`src/rtl/aes_pkg.sv`:
```
// Shared AES-128 constants, key schedule FSM states and GF(2^8) helpers.
// Used by the key schedule, its S-box instances and the cipher datapaths.
package aes_pkg;

  localparam int AES_NK         = 4;
  localparam int AES_NR         = 10;
  localparam int AES_RK_W       = 128;
  localparam int AES_FULL_KEY_W = 1408;

  typedef enum logic [1:0] {
    IDLE,
    EXPAND,
    DONE
  } ks_state_t;

  function automatic logic [7:0] xtime(input logic [7:0] b);
    return {b[6:0], 1'b0} ^ (b[7] ? 8'h1b : 8'h00);
  endfunction

endpackage

```
`src/rtl/aes_sbox.sv`:
```
// Combinational AES forward S-box, one byte in, one byte out.
// Shared between the key schedule and the encryption round logic.
module aes_sbox
  import aes_pkg::*;
(
  input  logic [7:0] a,
  output logic [7:0] y
);

  localparam logic [0:255][7:0] SBOX = '{
    8'h63, 8'h7c, 8'h77, 8'h7b, 8'hf2, 8'h6b, 8'h6f, 8'hc5,
    8'h30, 8'h01, 8'h67, 8'h2b, 8'hfe, 8'hd7, 8'hab, 8'h76,
    8'hca, 8'h82, 8'hc9, 8'h7d, 8'hfa, 8'h59, 8'h47, 8'hf0,
    8'had, 8'hd4, 8'ha2, 8'haf, 8'h9c, 8'ha4, 8'h72, 8'hc0,
    8'hb7, 8'hfd, 8'h93, 8'h26, 8'h36, 8'h3f, 8'hf7, 8'hcc,
    8'h34, 8'ha5, 8'he5, 8'hf1, 8'h71, 8'hd8, 8'h31, 8'h15,
    8'h04, 8'hc7, 8'h23, 8'hc3, 8'h18, 8'h96, 8'h05, 8'h9a,
    8'h07, 8'h12, 8'h80, 8'he2, 8'heb, 8'h27, 8'hb2, 8'h75,
    8'h09, 8'h83, 8'h2c, 8'h1a, 8'h1b, 8'h6e, 8'h5a, 8'ha0,
    8'h52, 8'h3b, 8'hd6, 8'hb3, 8'h29, 8'he3, 8'h2f, 8'h84,
    8'h53, 8'hd1, 8'h00, 8'hed, 8'h20, 8'hfc, 8'hb1, 8'h5b,
    8'h6a, 8'hcb, 8'hbe, 8'h39, 8'h4a, 8'h4c, 8'h58, 8'hcf,
    8'hd0, 8'hef, 8'haa, 8'hfb, 8'h43, 8'h4d, 8'h33, 8'h85,
    8'h45, 8'hf9, 8'h02, 8'h7f, 8'h50, 8'h3c, 8'h9f, 8'ha8,
    8'h51, 8'ha3, 8'h40, 8'h8f, 8'h92, 8'h9d, 8'h38, 8'hf5,
    8'hbc, 8'hb6, 8'hda, 8'h21, 8'h10, 8'hff, 8'hf3, 8'hd2,
    8'hcd, 8'h0c, 8'h13, 8'hec, 8'h5f, 8'h97, 8'h44, 8'h17,
    8'hc4, 8'ha7, 8'h7e, 8'h3d, 8'h64, 8'h5d, 8'h19, 8'h73,
    8'h60, 8'h81, 8'h4f, 8'hdc, 8'h22, 8'h2a, 8'h90, 8'h88,
    8'h46, 8'hee, 8'hb8, 8'h14, 8'hde, 8'h5e, 8'h0b, 8'hdb,
    8'he0, 8'h32, 8'h3a, 8'h0a, 8'h49, 8'h06, 8'h24, 8'h5c,
    8'hc2, 8'hd3, 8'hac, 8'h62, 8'h91, 8'h95, 8'he4, 8'h79,
    8'he7, 8'hc8, 8'h37, 8'h6d, 8'h8d, 8'hd5, 8'h4e, 8'ha9,
    8'h6c, 8'h56, 8'hf4, 8'hea, 8'h65, 8'h7a, 8'hae, 8'h08,
    8'hba, 8'h78, 8'h25, 8'h2e, 8'h1c, 8'ha6, 8'hb4, 8'hc6,
    8'he8, 8'hdd, 8'h74, 8'h1f, 8'h4b, 8'hbd, 8'h8b, 8'h8a,
    8'h70, 8'h3e, 8'hb5, 8'h66, 8'h48, 8'h03, 8'hf6, 8'h0e,
    8'h61, 8'h35, 8'h57, 8'hb9, 8'h86, 8'hc1, 8'h1d, 8'h9e,
    8'he1, 8'hf8, 8'h98, 8'h11, 8'h69, 8'hd9, 8'h8e, 8'h94,
    8'h9b, 8'h1e, 8'h87, 8'he9, 8'hce, 8'h55, 8'h28, 8'hdf,
    8'h8c, 8'ha1, 8'h89, 8'h0d, 8'hbf, 8'he6, 8'h42, 8'h68,
    8'h41, 8'h99, 8'h2d, 8'h0f, 8'hb0, 8'h54, 8'hbb, 8'h16
  };

  assign y = SBOX[a];

endmodule

```
`src/rtl/aes_key_schedule_seq.sv`:
```
// Iterative AES-128 key schedule: one round key per clock into 11 slots.
// Define AES_KS_REVERSE_EN to place round key 10 at the top of full_key.
module aes_key_schedule_seq
  import aes_pkg::*;
(
  input  logic                      clk,
  input  logic                      rst,
  input  logic [AES_RK_W-1:0]       key_in,
  input  logic                      key_valid,
  output logic                      key_ready,
  output logic                      busy,
  output logic                      keys_valid,
  output logic [AES_FULL_KEY_W-1:0] full_key
);

  ks_state_t state, state_nx;

  logic [3:0]          rcnt;
  logic [7:0]          rcon;
  logic [AES_RK_W-1:0] rk [AES_NR+1];
  logic [AES_RK_W-1:0] prev;
  logic [AES_RK_W-1:0] nk;
  logic [31:0]         w0, w1, w2, w3;
  logic [31:0]         sub, t;
  logic [31:0]         n0, n1, n2, n3;
  logic                accept;
  logic                rcnt_ok;
  logic                last;

  assign accept  = key_valid && key_ready;
  assign rcnt_ok = (rcnt != 4'd0) && (rcnt <= 4'(AES_NR));
  assign last    = (rcnt == 4'(AES_NR));

  always_comb begin
    prev = '0;
    for (int i = 0; i < AES_NR; i++) begin
      if (rcnt == 4'(i + 1)) prev = rk[i];
    end
  end

  assign {w0, w1, w2, w3} = prev;

  // RotWord is folded into the S-box wiring
  aes_sbox u_sb0 (.a(w3[23:16]), .y(sub[31:24]));
  aes_sbox u_sb1 (.a(w3[15:8]),  .y(sub[23:16]));
  aes_sbox u_sb2 (.a(w3[7:0]),   .y(sub[15:8]));
  aes_sbox u_sb3 (.a(w3[31:24]), .y(sub[7:0]));

  assign t  = sub ^ {rcon, 24'h0};
  assign n0 = w0 ^ t;
  assign n1 = w1 ^ n0;
  assign n2 = w2 ^ n1;
  assign n3 = w3 ^ n2;
  assign nk = {n0, n1, n2, n3};

  always_ff @(posedge clk or posedge rst) begin
    if (rst) state <= IDLE;
    else     state <= state_nx;
  end

  always_comb begin
    state_nx  = state;
    key_ready = 1'b0;
    busy      = 1'b0;
    unique case (state)
      IDLE: begin
        key_ready = 1'b1;
        if (key_valid) state_nx = EXPAND;
      end
      EXPAND: begin
        busy = 1'b1;
        if (!rcnt_ok)  state_nx = IDLE;
        else if (last) state_nx = DONE;
      end
      DONE: begin
        key_ready = 1'b1;
        if (key_valid) state_nx = EXPAND;
      end
      default: state_nx = IDLE;
    endcase
  end

  always_ff @(posedge clk or posedge rst) begin
    if (rst) begin
      rcnt       <= '0;
      rcon       <= '0;
      keys_valid <= 1'b0;
      for (int i = 0; i <= AES_NR; i++) rk[i] <= '0;
    end else if (accept) begin
      rcnt       <= 4'd1;
      rcon       <= 8'h01;
      keys_valid <= 1'b0;
      rk[0]      <= key_in;
      for (int i = 1; i <= AES_NR; i++) rk[i] <= '0;
    end else if (state == EXPAND && rcnt_ok) begin
      rcnt <= rcnt + 4'd1;
      rcon <= xtime(rcon);
      for (int i = 1; i <= AES_NR; i++) begin
        if (rcnt == 4'(i)) rk[i] <= nk;
      end
      if (last) keys_valid <= 1'b1;
    end
  end

  always_comb begin
    full_key = '0;
    for (int k = 0; k <= AES_NR; k++) begin
`ifdef AES_KS_REVERSE_EN
      full_key[AES_RK_W*k +: AES_RK_W] = rk[k];
`else
      full_key[AES_FULL_KEY_W-1-AES_RK_W*k -: AES_RK_W] = rk[k];
`endif
    end
  end

endmodule

```
`config.mk`:
```
export PLATFORM = sky130hd
export DESIGN_NAME = aes_key_schedule_seq
export DESIGN_NICKNAME = d
export VERILOG_FILES = /design/src/rtl/aes_pkg.sv /design/src/rtl/aes_sbox.sv /design/src/rtl/aes_key_schedule_seq.sv
export SDC_FILE = /design/constraint.sdc
export NUM_CORES = 2
export LEC_CHECK = 0
export ABC_CLOCK_PERIOD_IN_PS = 53500
export CORE_AREA = 2 2 595 597
export DETAILED_ROUTE_END_ITERATION = 10
export DIE_AREA = 0 0 597 599
export PLACE_DENSITY = 0.54
export RECOVER_POWER = 100
export SKIP_CTS_REPAIR_TIMING = 1
export SYNTH_ARGS = -nofsm -noshare
export SYNTH_HDL_FRONTEND = slang
export SYNTH_SLANG_ARGS = --single-unit
```
`constraint.sdc`:
```
create_clock -name clk -period 53.5 [get_ports clk]
set_clock_uncertainty 0.2 [all_clocks]
set_input_delay 13.375 -clock clk [delete_from_list [all_inputs] [get_ports clk]]
set_output_delay 13.375 -clock clk [all_outputs]
set_load 0.005 [all_outputs]
```
==> results.yml <==
finish:
  synthToLayoutAreaGrowth_pct: 33.3
  drive_gt1_frac: 0.0871
  fillers: 37200
  final_area_um2: 110000
  multiInputGateArea_um2: 43500
  nets: 11200
  post-route-util: 0.313
  regArea_um2: 35600
outcome:
  status: "complete, but fails checks"
  failed_checks: "capacitance limit, slew limit"
yosys:
  synth.top_cell.area_share: 0.432
  yosys-top-cells-count: "nand2_1, dfrtp_1, a21oi_1"
  synth_most_common_cell: "nand2_1"
  async_flop_share: 1.00
  synth_top_area_cell: "dfrtp_1"
  seq_area_frac_synth: 0.432
  synth_seq_cells: 1423
  synth.top_cells.by_area: "dfrtp_1, nand2_1, a21oi_1"
  syn-instance-count: 9988
  synth_fp_nets: 10200
  synth_edf_count: 0
  syn_area_um2: 82500
  yosysUniqueCellTypes: 128
  yosys_warnings: 0
  syn_area_per_cell_um2: 8.26
  ys.flop_type: "dfrtp_1"
critical_path:
  critical_path.endpoint: "full_key[612]$_DFFE_PP0P_"
  worst-r2r-cell-count: 6
  worst_setup_path_end_kind: "flop"
  reg2reg_slack_ns: 31.63
  crit_start: "key_valid"
  rr_endpoint: "full_key[612]$_DFFE_PP0P_"
  reg2reg_from: "state[0]$_DFFE_PP0P_"
  critPathMaxFanout: 191
  worstPathRequired_ns: 53.67
  start_kind: "input port"
  arrival_ns: 34.64
  worst-setup-path-type: "input port to flop"
die:
  core_area_um2: 351000
  die_width_um: 597
  pin_count: 1542
  fp-row-count: 218
  die_area_um2: 358000
  dieHeight_um: 599
  initial_core_util: 0.235
drt:
  via_per_inst: 5.94
  drc_errors: 0
  dr_total_vias: 94600
  drt-pass1-iter-count: 7
  ant_nets: 0
  avgRoutedWirePerCell_um: 43.6
  dr.first_iter.drc_count: 14100
  wl_um: 694000
global_route:
  grt-busiest-layer: "met2"
  use_met2: 0.528
  gr-usage-met3: 0.143
  grt_pass1_wl_um: 895000
  grt-ovfl-total: 0
  grt_max_degree: 192
  track_usage: 0.374
  antenna_found_initial: 110
  use_met1: 0.431
  first_global_vias: 86400
clock_network:
  numClockSinks: 1423
  cts.clk_slew.worst_paths_ns: 0.06
  cts_max_level: 4
  cts_tree: "yes"
  clock_latency_ns: 0.95
  cts_made_buffers: 179
  cts_max_path_buffers: 4
  cts_root_buf: "clkbuf_16"
sta:
  fmax_ghz: 0.0290
  worst_pin_slew_ns: 9.29
  slew_headroom: -5.20
  timing.final.crit_period_ns: 34.47
  hold_viol_final: 0
  setup-violations-final: 0
  rsz0062_at_grt: "no"
  setup_tns_ns: 0
  finalCritPeriodShare: 0.644
  slew_violations: 2870
place:
  hpwl_um: 525000
  portBuffers: 1541
  place.gp.congestion: 1.06
  dpl_cell_area_um2: 104000
job:
  maxCapViolCount: 38
worst_hold_path:
  worst_hold_path_type: "flop to flop"
## cell usage in the layout, fill, tap and decap left out, types with 172 or more instances in the layout
cell           Yosys  layout
a211oi_1         367     365
a21oi_1         1055    1044
a22oi_1          184     184
buf_4             56     358
clkbuf_16          0     182
dfrtp_1         1423    1421
dlygate4sd3_1      0    1413
nand2_1         1599    1589
nand3_1          487     483
nor2_1           891     875
nor3_1           175     172
o211ai_1         238     238
o21ai_0          857     890
## cell type report
type                            count  area share
Antenna cell                      120     0.00273
Clock buffer                      251      0.0472
Clock inverter                     66     0.00819
Inverter                           60     0.00208
Multi-Input combinational cell   7448       0.396
Sequential cell                  1423       0.324
Tap cell                         4620      0.0526
Timing Repair Buffer             1943       0.168
## critical path, cell delays in order
cell and delay [ns]:
dlygate4sd3_1 0.57, nor2b_1 1.02, clkbuf_1 2.83, clkbuf_1 2.59
clkbuf_1 6.62, clkbuf_1 6.91, a211oi_1 0.13
## state kept, by name (all words and copies together), names as in the netlist
| signal | cells |
|---|---|
| full_key | 1408 |
| rcon | 8 |
| state | 2 |
| rcnt | 4 |
| keys_valid | 1 |
## worst min-delay path by stage
stage	from	endpoint	slack, ns	depth (start not counted)
detailed placement	state[1]$_DFFE_PP0P_	state[1]$_DFFE_PP0P_	0.27	2
floorplan	state[1]$_DFFE_PP0P_	state[1]$_DFFE_PP0P_	0.25	2
global placement	state[1]$_DFFE_PP0P_	state[1]$_DFFE_PP0P_	0.26	2
finish	state[1]$_DFFE_PP0P_	state[1]$_DFFE_PP0P_	0.28	2
global route	full_key[94]$_DFFE_PP0P_	full_key[94]$_DFFE_PP0P_	0.33	2
CTS	state[1]$_DFFE_PP0P_	state[1]$_DFFE_PP0P_	0.29	2
## layer usage
metal,wire length [um],share of wire,vias to the layer above
met5,784,0.0011,-
met3,85000,0.12,1573
met2,281000,0.41,6999
li1,-,-,38500
met1,248000,0.36,47500
met4,79500,0.11,26
## per-stage QoR
step / hold slack [ns] / std cells / setup slack [ns]
CTS: 0.287 / 15800 / 35.35
global placement: 0.264 / 15500 / 34.38
finish: 0.284 / 15900 / 19.03
global route: 0.327 / 15900 / 17.64
detailed placement: 0.272 / 15500 / 34.39
floorplan: 0.247 / 9988 / 20.23
## cells by family (layout without fill, tap and decap cells)
logic type      Yosys count  count (layout)  share of synthesized area
simple gates           3503            3503                      0.184
xor+xnor                206             206                     0.0275
flops                  1423            1423                      0.432
mux                      32              32                    0.00447
other cells               0             120                          0
buf+inv                1117            2320                     0.0586
compound gates         3650            3650                      0.285
fa+ha+maj                57              57                    0.00865
Power is not shown: default switching activity piles up to over one toggle a cycle in this logic, so the estimate is an artifact.
